===== src/rtl/mem_bus_bridge_if.sv =====
// Core-side and memory-side handshake bundles for mem_bus_bridge.
// The core is master of mem_core_if; the bridge is master of mem_bus_if.

interface mem_core_if;
  logic        req;
  logic [31:0] address;
  logic [31:0] write_data;
  logic [3:0]  write_enable;
  logic [31:0] read_data;
  logic        stall;

  modport master (output req, address, write_data, write_enable,
                  input  read_data, stall);
  modport slave  (input  req, address, write_data, write_enable,
                  output read_data, stall);
endinterface

interface mem_bus_if;
  logic        req_valid;
  logic        req_ready;
  logic [31:0] addr;
  logic [31:0] wdata;
  logic [3:0]  wstrb;
  logic        we;
  logic        rsp_valid;
  logic [31:0] rsp_rdata;
  logic        rsp_error;

  modport master (output req_valid, addr, wdata, wstrb, we,
                  input  req_ready, rsp_valid, rsp_rdata, rsp_error);
  modport slave  (input  req_valid, addr, wdata, wstrb, we,
                  output req_ready, rsp_valid, rsp_rdata, rsp_error);
endinterface


===== src/rtl/mem_bus_bridge.sv =====
// Bridges a stalling single-access core memory port onto a valid/ready
// request bus with a pulsed response, a response timeout and error capture.

module mem_bus_bridge #(
  parameter int          TIMEOUT_CYCLES = 255,
  parameter logic [31:0] ERR_READ_DATA  = 32'hDEAD_BEEF
) (
  input  logic        clk,
  input  logic        reset,
  mem_core_if.slave   core,
  mem_bus_if.master   bus,
  output logic        err,
  output logic [31:0] err_addr
);

  typedef enum logic [1:0] {IDLE, REQ, WAIT_RSP, DONE} state_t;

  // Last counter value before the access is declared timed out.
  localparam logic [15:0] TimeoutLast = 16'(TIMEOUT_CYCLES - 1);

  state_t      state_q;
  logic [31:0] addr_q;
  logic [31:0] wdata_q;
  logic [3:0]  strb_q;
  logic        req_valid_q;
  logic [15:0] cnt_q;
  logic [31:0] rdata_q;
  logic        err_q;
  logic [31:0] err_addr_q;
  logic        is_write;

  assign is_write       = |strb_q;
  assign bus.req_valid  = req_valid_q;
  assign bus.addr       = {addr_q[31:2], 2'b00};
  assign bus.wdata      = wdata_q;
  assign bus.wstrb      = strb_q;
  assign bus.we         = is_write;
  assign core.read_data = rdata_q;
  assign err            = err_q;
  assign err_addr       = err_addr_q;

  // Stall must rise in the very cycle a request arrives in IDLE, so it is combinational.
  always_comb begin
    core.stall = 1'b0;
    case (state_q)
      IDLE:     core.stall = core.req;
      REQ:      core.stall = 1'b1;
      WAIT_RSP: core.stall = 1'b1;
      DONE:     core.stall = 1'b0;
      default:  core.stall = 1'b0;
    endcase
  end

  // Access sequencer: latch request, hand it to the bus, await response or timeout.
  always_ff @(posedge clk or posedge reset) begin
    if (reset) begin
      state_q     <= IDLE;
      addr_q      <= '0;
      wdata_q     <= '0;
      strb_q      <= '0;
      req_valid_q <= 1'b0;
      cnt_q       <= '0;
      rdata_q     <= '0;
      err_q       <= 1'b0;
      err_addr_q  <= '0;
    end else begin
      err_q <= 1'b0;
      case (state_q)
        IDLE: begin
          if (core.req) begin
            addr_q      <= core.address;
            wdata_q     <= core.write_data;
            strb_q      <= core.write_enable;
            req_valid_q <= 1'b1;
            state_q     <= REQ;
          end
        end
        REQ: begin
          if (bus.req_ready) begin
            req_valid_q <= 1'b0;
            cnt_q       <= '0;
            state_q     <= WAIT_RSP;
          end
        end
        WAIT_RSP: begin
          if (bus.rsp_valid) begin
            if (bus.rsp_error) begin
              if (!is_write) rdata_q <= ERR_READ_DATA;
              err_q      <= 1'b1;
              err_addr_q <= addr_q;
            end else if (!is_write) begin
              rdata_q <= bus.rsp_rdata;
            end
            state_q <= DONE;
          end else if (cnt_q == TimeoutLast) begin
            if (!is_write) rdata_q <= ERR_READ_DATA;
            err_q      <= 1'b1;
            err_addr_q <= addr_q;
            state_q    <= DONE;
          end else begin
            cnt_q <= cnt_q + 16'd1;
          end
        end
        DONE: begin
          state_q <= IDLE;
        end
        default: begin
          state_q <= IDLE;
        end
      endcase
    end
  end

endmodule


===== src/flat_wrapper.sv =====
// flat-port wrapper written by rule: the top's interface ports become plain ports
module mem_bus_bridge_flat 
#(
  parameter int          TIMEOUT_CYCLES = 255,
  parameter logic [31:0] ERR_READ_DATA  = 32'hDEAD_BEEF
)
  (clk, reset, err, err_addr, core_req, core_address, core_write_data, core_write_enable, core_read_data, core_stall, bus_req_valid, bus_addr, bus_wdata, bus_wstrb, bus_we, bus_req_ready, bus_rsp_valid, bus_rsp_rdata, bus_rsp_error);
  mem_core_if core_i ();
  mem_bus_if bus_i ();
  input  logic clk;
  input  logic reset;
  output logic err;
  output logic [31:0] err_addr;
  input wire logic [$bits(core_i.req)-1:0] core_req;
  input wire logic [$bits(core_i.address)-1:0] core_address;
  input wire logic [$bits(core_i.write_data)-1:0] core_write_data;
  input wire logic [$bits(core_i.write_enable)-1:0] core_write_enable;
  output wire logic [$bits(core_i.read_data)-1:0] core_read_data;
  output wire logic [$bits(core_i.stall)-1:0] core_stall;
  output wire logic [$bits(bus_i.req_valid)-1:0] bus_req_valid;
  output wire logic [$bits(bus_i.addr)-1:0] bus_addr;
  output wire logic [$bits(bus_i.wdata)-1:0] bus_wdata;
  output wire logic [$bits(bus_i.wstrb)-1:0] bus_wstrb;
  output wire logic [$bits(bus_i.we)-1:0] bus_we;
  input wire logic [$bits(bus_i.req_ready)-1:0] bus_req_ready;
  input wire logic [$bits(bus_i.rsp_valid)-1:0] bus_rsp_valid;
  input wire logic [$bits(bus_i.rsp_rdata)-1:0] bus_rsp_rdata;
  input wire logic [$bits(bus_i.rsp_error)-1:0] bus_rsp_error;
  assign core_i.req = core_req;
  assign core_i.address = core_address;
  assign core_i.write_data = core_write_data;
  assign core_i.write_enable = core_write_enable;
  assign core_read_data = core_i.read_data;
  assign core_stall = core_i.stall;
  assign bus_req_valid = bus_i.req_valid;
  assign bus_addr = bus_i.addr;
  assign bus_wdata = bus_i.wdata;
  assign bus_wstrb = bus_i.wstrb;
  assign bus_we = bus_i.we;
  assign bus_i.req_ready = bus_req_ready;
  assign bus_i.rsp_valid = bus_rsp_valid;
  assign bus_i.rsp_rdata = bus_rsp_rdata;
  assign bus_i.rsp_error = bus_rsp_error;
  mem_bus_bridge #(.TIMEOUT_CYCLES(TIMEOUT_CYCLES), .ERR_READ_DATA(ERR_READ_DATA)) u_core (.clk(clk), .reset(reset), .core(core_i), .bus(bus_i), .err(err), .err_addr(err_addr));
endmodule

===== config.mk =====
export PLATFORM = sky130hd
export DESIGN_NAME = mem_bus_bridge_flat
export DESIGN_NICKNAME = d
export VERILOG_FILES = /design/src/rtl/mem_bus_bridge_if.sv /design/src/rtl/mem_bus_bridge.sv /design/src/flat_wrapper.sv
export SDC_FILE = /design/constraint.sdc
export NUM_CORES = 1
export LEC_CHECK = 0
export CORE_MARGIN = 5
export CORE_UTILIZATION = 40
export DETAILED_ROUTE_END_ITERATION = 7
export HOLD_SLACK_MARGIN = 0.1
export MAX_ROUTING_LAYER = met4
export PLACE_DENSITY = 0.73
export SKIP_CTS_REPAIR_TIMING = 1
export SLEW_MARGIN = 0
export SYNTH_ARGS = -nofsm -noshare
export SYNTH_HDL_FRONTEND = slang
export SYNTH_SLANG_ARGS = --single-unit

===== constraint.sdc =====
create_clock -name clk -period 6.2 [get_ports clk]
set_clock_uncertainty 0.05 [all_clocks]
set_input_delay 1.24 -clock clk [delete_from_list [all_inputs] [get_ports clk]]
set_output_delay 1.24 -clock clk [all_outputs]
set_load 0.02 [all_outputs]

Word-level counts from Yosys, hierarchy flattened
Cells that the tools add are included.
{"block": "word_totals", "reg_bits": 152, "latch_bits": 0, "ram_bits": 0, "romBits": 0, "out_inout_bits": 136, "wordCells": 58, "n_memories": 0}
{"block": "classes", "add_sub_neg": 1, "mul": 0, "div": 0, "magnitude_cmp": 0, "eq_ne": 11, "n_shift": 0, "muxes": 25, "bitwise": 0, "n_reduce_logical": 12}
{"op": "$mux 32", "count": 8}
{"op": "$mux 16", "count": 3}
{"op": "$pmux 16 s2", "count": 1}
{"op": "$add 16x1->16 const B", "count": 1}
{"op": "$eq 16x8->1 const B", "count": 1}
{"op": "$reduce_and 3->1", "count": 4}
{"op": "$mux 2", "count": 4}
{"op": "$ne 2x2->1 const B", "count": 4}
{"op": "$pmux 2 s4", "count": 1}
{"op": "$mux 1", "count": 6}
{"op": "$ne 3x2->1 const B", "count": 2}
{"op": "$reduce_bool 2->1", "count": 3}
{"op": "$eq 2x2->1 const B", "count": 2}
{"op": "$reduce_and 4->1", "count": 1}
{"op": "$reduce_or 4->1", "count": 1}
{"op": "$pmux 1 s3", "count": 1}
{"op": "$eq 2x1->1 const B", "count": 1}
{"op": "$logic_not 2->1", "count": 1}
{"op": "$ne 2x1->1 const B", "count": 1}
{"op": "$pmux 1 s2", "count": 1}
{"op": "$reduce_and 2->1", "count": 1}
{"op": "$reduce_or 2->1", "count": 1}

Depth between registers and ports, before layout
{"block": "depth", "ltp_word": 4, "depth_mapped": 8}

Worst setup path before layout
No wires, ideal clock.
{"block": "synth_path", "path_kind": "input -> output", "startpoint": "input core_req", "endpoint": "output core_stall", "arrival_ns": 1.545, "required_time_ns": 4.910, "setup_slack_ns": 3.365, "path_stages": 1, "path_cell_list": "mux2_2"}
{"block": "synth_via", "elab_chain_len": 1}
{"item": "start: declaration", "line_no": "flat_wrapper.sv:14", "source": "input wire logic [$bits(core_i.req)-1:0] core_req;"}
{"item": "$pmux 1 s3", "line_no": "mem_bus_bridge.sv:45", "source": "case (state_q)"}
{"item": "end: declaration", "line_no": "flat_wrapper.sv:19", "source": "output wire logic [$bits(core_i.stall)-1:0] core_stall;"}
No other way between the ends.

Worst setup path in the final report
Ends and elaborated chain as after synthesis.

==> run metrics <==
CTS tree=built; internal power=~3.5 mW; post-DR wirelength/cell=18.10 um; worst vdd ir=0.0002504 V; Hold WC Path Type=register to register; CP Launch Type=primary input; CTS buffer count=17; Synthesis Warnings=0; pwr dens=551.6 mW/mm2; Slew Limit Fails=0; Critical Path, Cell by Cell=clkdlybuf4s50_1, mux2_2, clkdlybuf4s50_1; average size of a mapped cell=14.04 um2; Crit path largest cell delay=600 ps; drt first pass iters=4; dominant synthesized flop cell=dfrtp_1; Worst Path Buf+Inv=2; actual slew at the worst max-slew pin=1206 ps; Core Rows=46; crit path max fanout=4; synthesized area=0.006500 mm2; final setup fails=0; CP max stage cell=clkdlybuf4s50_1; Commonest cells post-synth=152 x dfrtp_1, 73 x mux2_2, 32 x buf_4; HPWL after DPL=11700 um; count leader, synth=dfrtp_1; asr flop ratio synth=1.000; power share of the clock group=0.216; Die H=137.5 um; period utilization=0.6245; fin util=0.5987; P&R area growth vs syn=46.31%; fmax=258.3 MHz; synth top area cells=dfrtp_1 59%, mux2_2 13%, mux2_4 6.7%; area post-placement=0.008860 mm2; number of flops mapped to enable cells by yosys=0; first-pass GRT wire length=25890 um; sequential group share of total power=0.328; Filler cells=~1300; Die Wd=137.5 um; Routed Wire Length=approximately 16000 um; Crit. End Element=output port; starting density of the core=0.4092; status=finished clean; RSZ-0062 raised after global routing=no; Worst EP required=~4900 ps; Antenna Diode Count=0; post-synthesis sequential area ratio=0.5852; switching share of power=0.3422; CTS Root Cell=clkbuf_16; nets=786; CORE AREA=0.01589 mm2; Synth cell types=48; Clock Tree Buf Depth=2; Top Ports=242; GRT Overall Usage=0.1799; Worst Path Arrival=2580 ps; final non-filler cell total=903; leading area contributor after synthesis=dfrtp_1; Iteration-0 DRC Markers=131; max_slew headroom=0.1929; Combinational Power Share=0.456; number of remaining DRC errors=0; total power=5.246 mW; minimum clock period=slightly below 4000 ps; Most Frequent Cell on Critical Path=clkdlybuf4s50_1; Gate Count Post-Synth=463; H-tree depth=4; layout cell share with drive strength beyond 1=0.2154; vias in the first global route=5061; DRT antenna net count=0; Skew-Pair Late Insertion Delay=410 ps; clk sinks=152; Via-to-Cell Ratio=5.061; clock-pin slew on the worst setup and hold paths=60 ps; setup TNS=0 ps; Final Hold Viols=0; Finished Cell Area=around 0.0095 mm2; antenna violations before repair=0; PortBufs=239; largest net degree at the start of global routing=119; DP Cell Count=871; post-synth top area share=0.5852; gr ovfl total=0; number of synthesized register bits=152; CP Class=primary input to output port; Placer Congestion=0.8095; Lkg Pwr=4.001 nW; max_cap viols=0; via count=4570; die area=0.01890 mm2; CP delay by family, top=buffers and inverters; P_sw=1.795 mW
==> worst paths after layout <==
kind	cells after the start	endpoint	slack (ps)	startpoint
worst min-delay path	1	u_core.bus.wdata[6]	450	u_core.bus.wdata[6]
worst max-delay path	3	core_stall	2330	core_req
max in group asynchronous	3	u_core.bus.wdata[19]	3640	reset
min in group asynchronous	2	u_core.addr_q[3]	1410	reset
worst max register to register	4	u_core.core.read_data[16]	3270	u_core.state_q[0]
worst min register to register	1	u_core.bus.wdata[6]	450	u_core.bus.wdata[6]
==> cells by family after synthesis <==
| group | synth area share |
|---|---|
| flip-flops | 0.5852 |
| multiplexers | 0.1965 |
| AND/OR/NAND/NOR | 0.07508 |
| buffers and inverters | 0.05986 |
| AO/OA/AOI/OAI | 0.07122 |
| adder cells (fa/ha/maj) | 0.01155 |
| other | 0.0005769 |
==> power by group through the flow <==
stage	clock network, mW	registers [mW]	logic (mW)
after global routing	1.21	1.78	2.53
after detailed placement	0	1.74	2.42
after floorplan	0	2.08	1.04
after CTS	1.16	1.73	2.43
final	1.13	1.72	2.39
after global placement	0	1.70	2.37
==> worst register-to-register path: stages, from the launching register on <==
cell	delay [ps]
dfrtp_1	400
inv_1	110
ha_1	720
nand4b_1	1040
o22a_1	490
==> state kept, by name, summed over array words and instances, names as in the netlist <==
signal and flops:
u_core.bus.wdata 32, u_core.core.read_data 32, u_core.bus.wstrb 4, u_core.err_addr 32
u_core.addr_q 32, u_core.cnt_q 16, u_core.bus.req_valid 1, u_core.state_q 2
u_core.err 1
==> placed cells by master, fill, tap and decap left out, types with 3 or more instances in the layout <==
cell type        count
nor2_1               5
nand2_1             20
nand3_1             18
bufinv_16            5
mux2_4              29
nor3b_1              3
buf_4                4
ha_1                 6
inv_6                3
nand4b_1             3
or4_1                7
o211ai_1             7
a22o_1               8
clkdlybuf4s50_1    239
a21oi_1              4
dfrtp_1            152
clkbuf_16           17
or3_1                3
inv_1               11
o21ai_0              7
o22a_1              24
mux2_2              73
==> metal layers <==
layer  vias up  track usage  share of wire
met1      2284       0.2073           0.39
met2       183       0.2942           0.50
li1       2070            -              -
met3        33      0.05625          0.082
met4         0      0.06984          0.026
met5         -            -              0
==> layout make-up <==
| type | instances | area [um2] | area share |
|---|---|---|---|
| Sequential cell | 152 | 3804 | 0.3999 |
| Clock inverter | 14 | 221.5 | 0.02329 |
| Tap cell | 216 | 270.3 | 0.02842 |
| Clock buffer | 18 | 429.2 | 0.04513 |
| Multi-Input combinational cell | 248 | 2313 | 0.2433 |
| Timing Repair Buffer | 243 | 2422 | 0.2547 |
| Inverter | 12 | 50.05 | 0.005262 |
==> stage by stage <==
stage | hold slack, ps | worst slack, ps
after floorplan | 426.2 | 816.9
after global placement | 432.6 | 2343
after detailed placement | 442.4 | 2338
after CTS | 458.0 | 2328
after global routing | 469.2 | 2293
final | 452.5 | 2328
No activity file was read; power rests on OpenSTA's default activity.
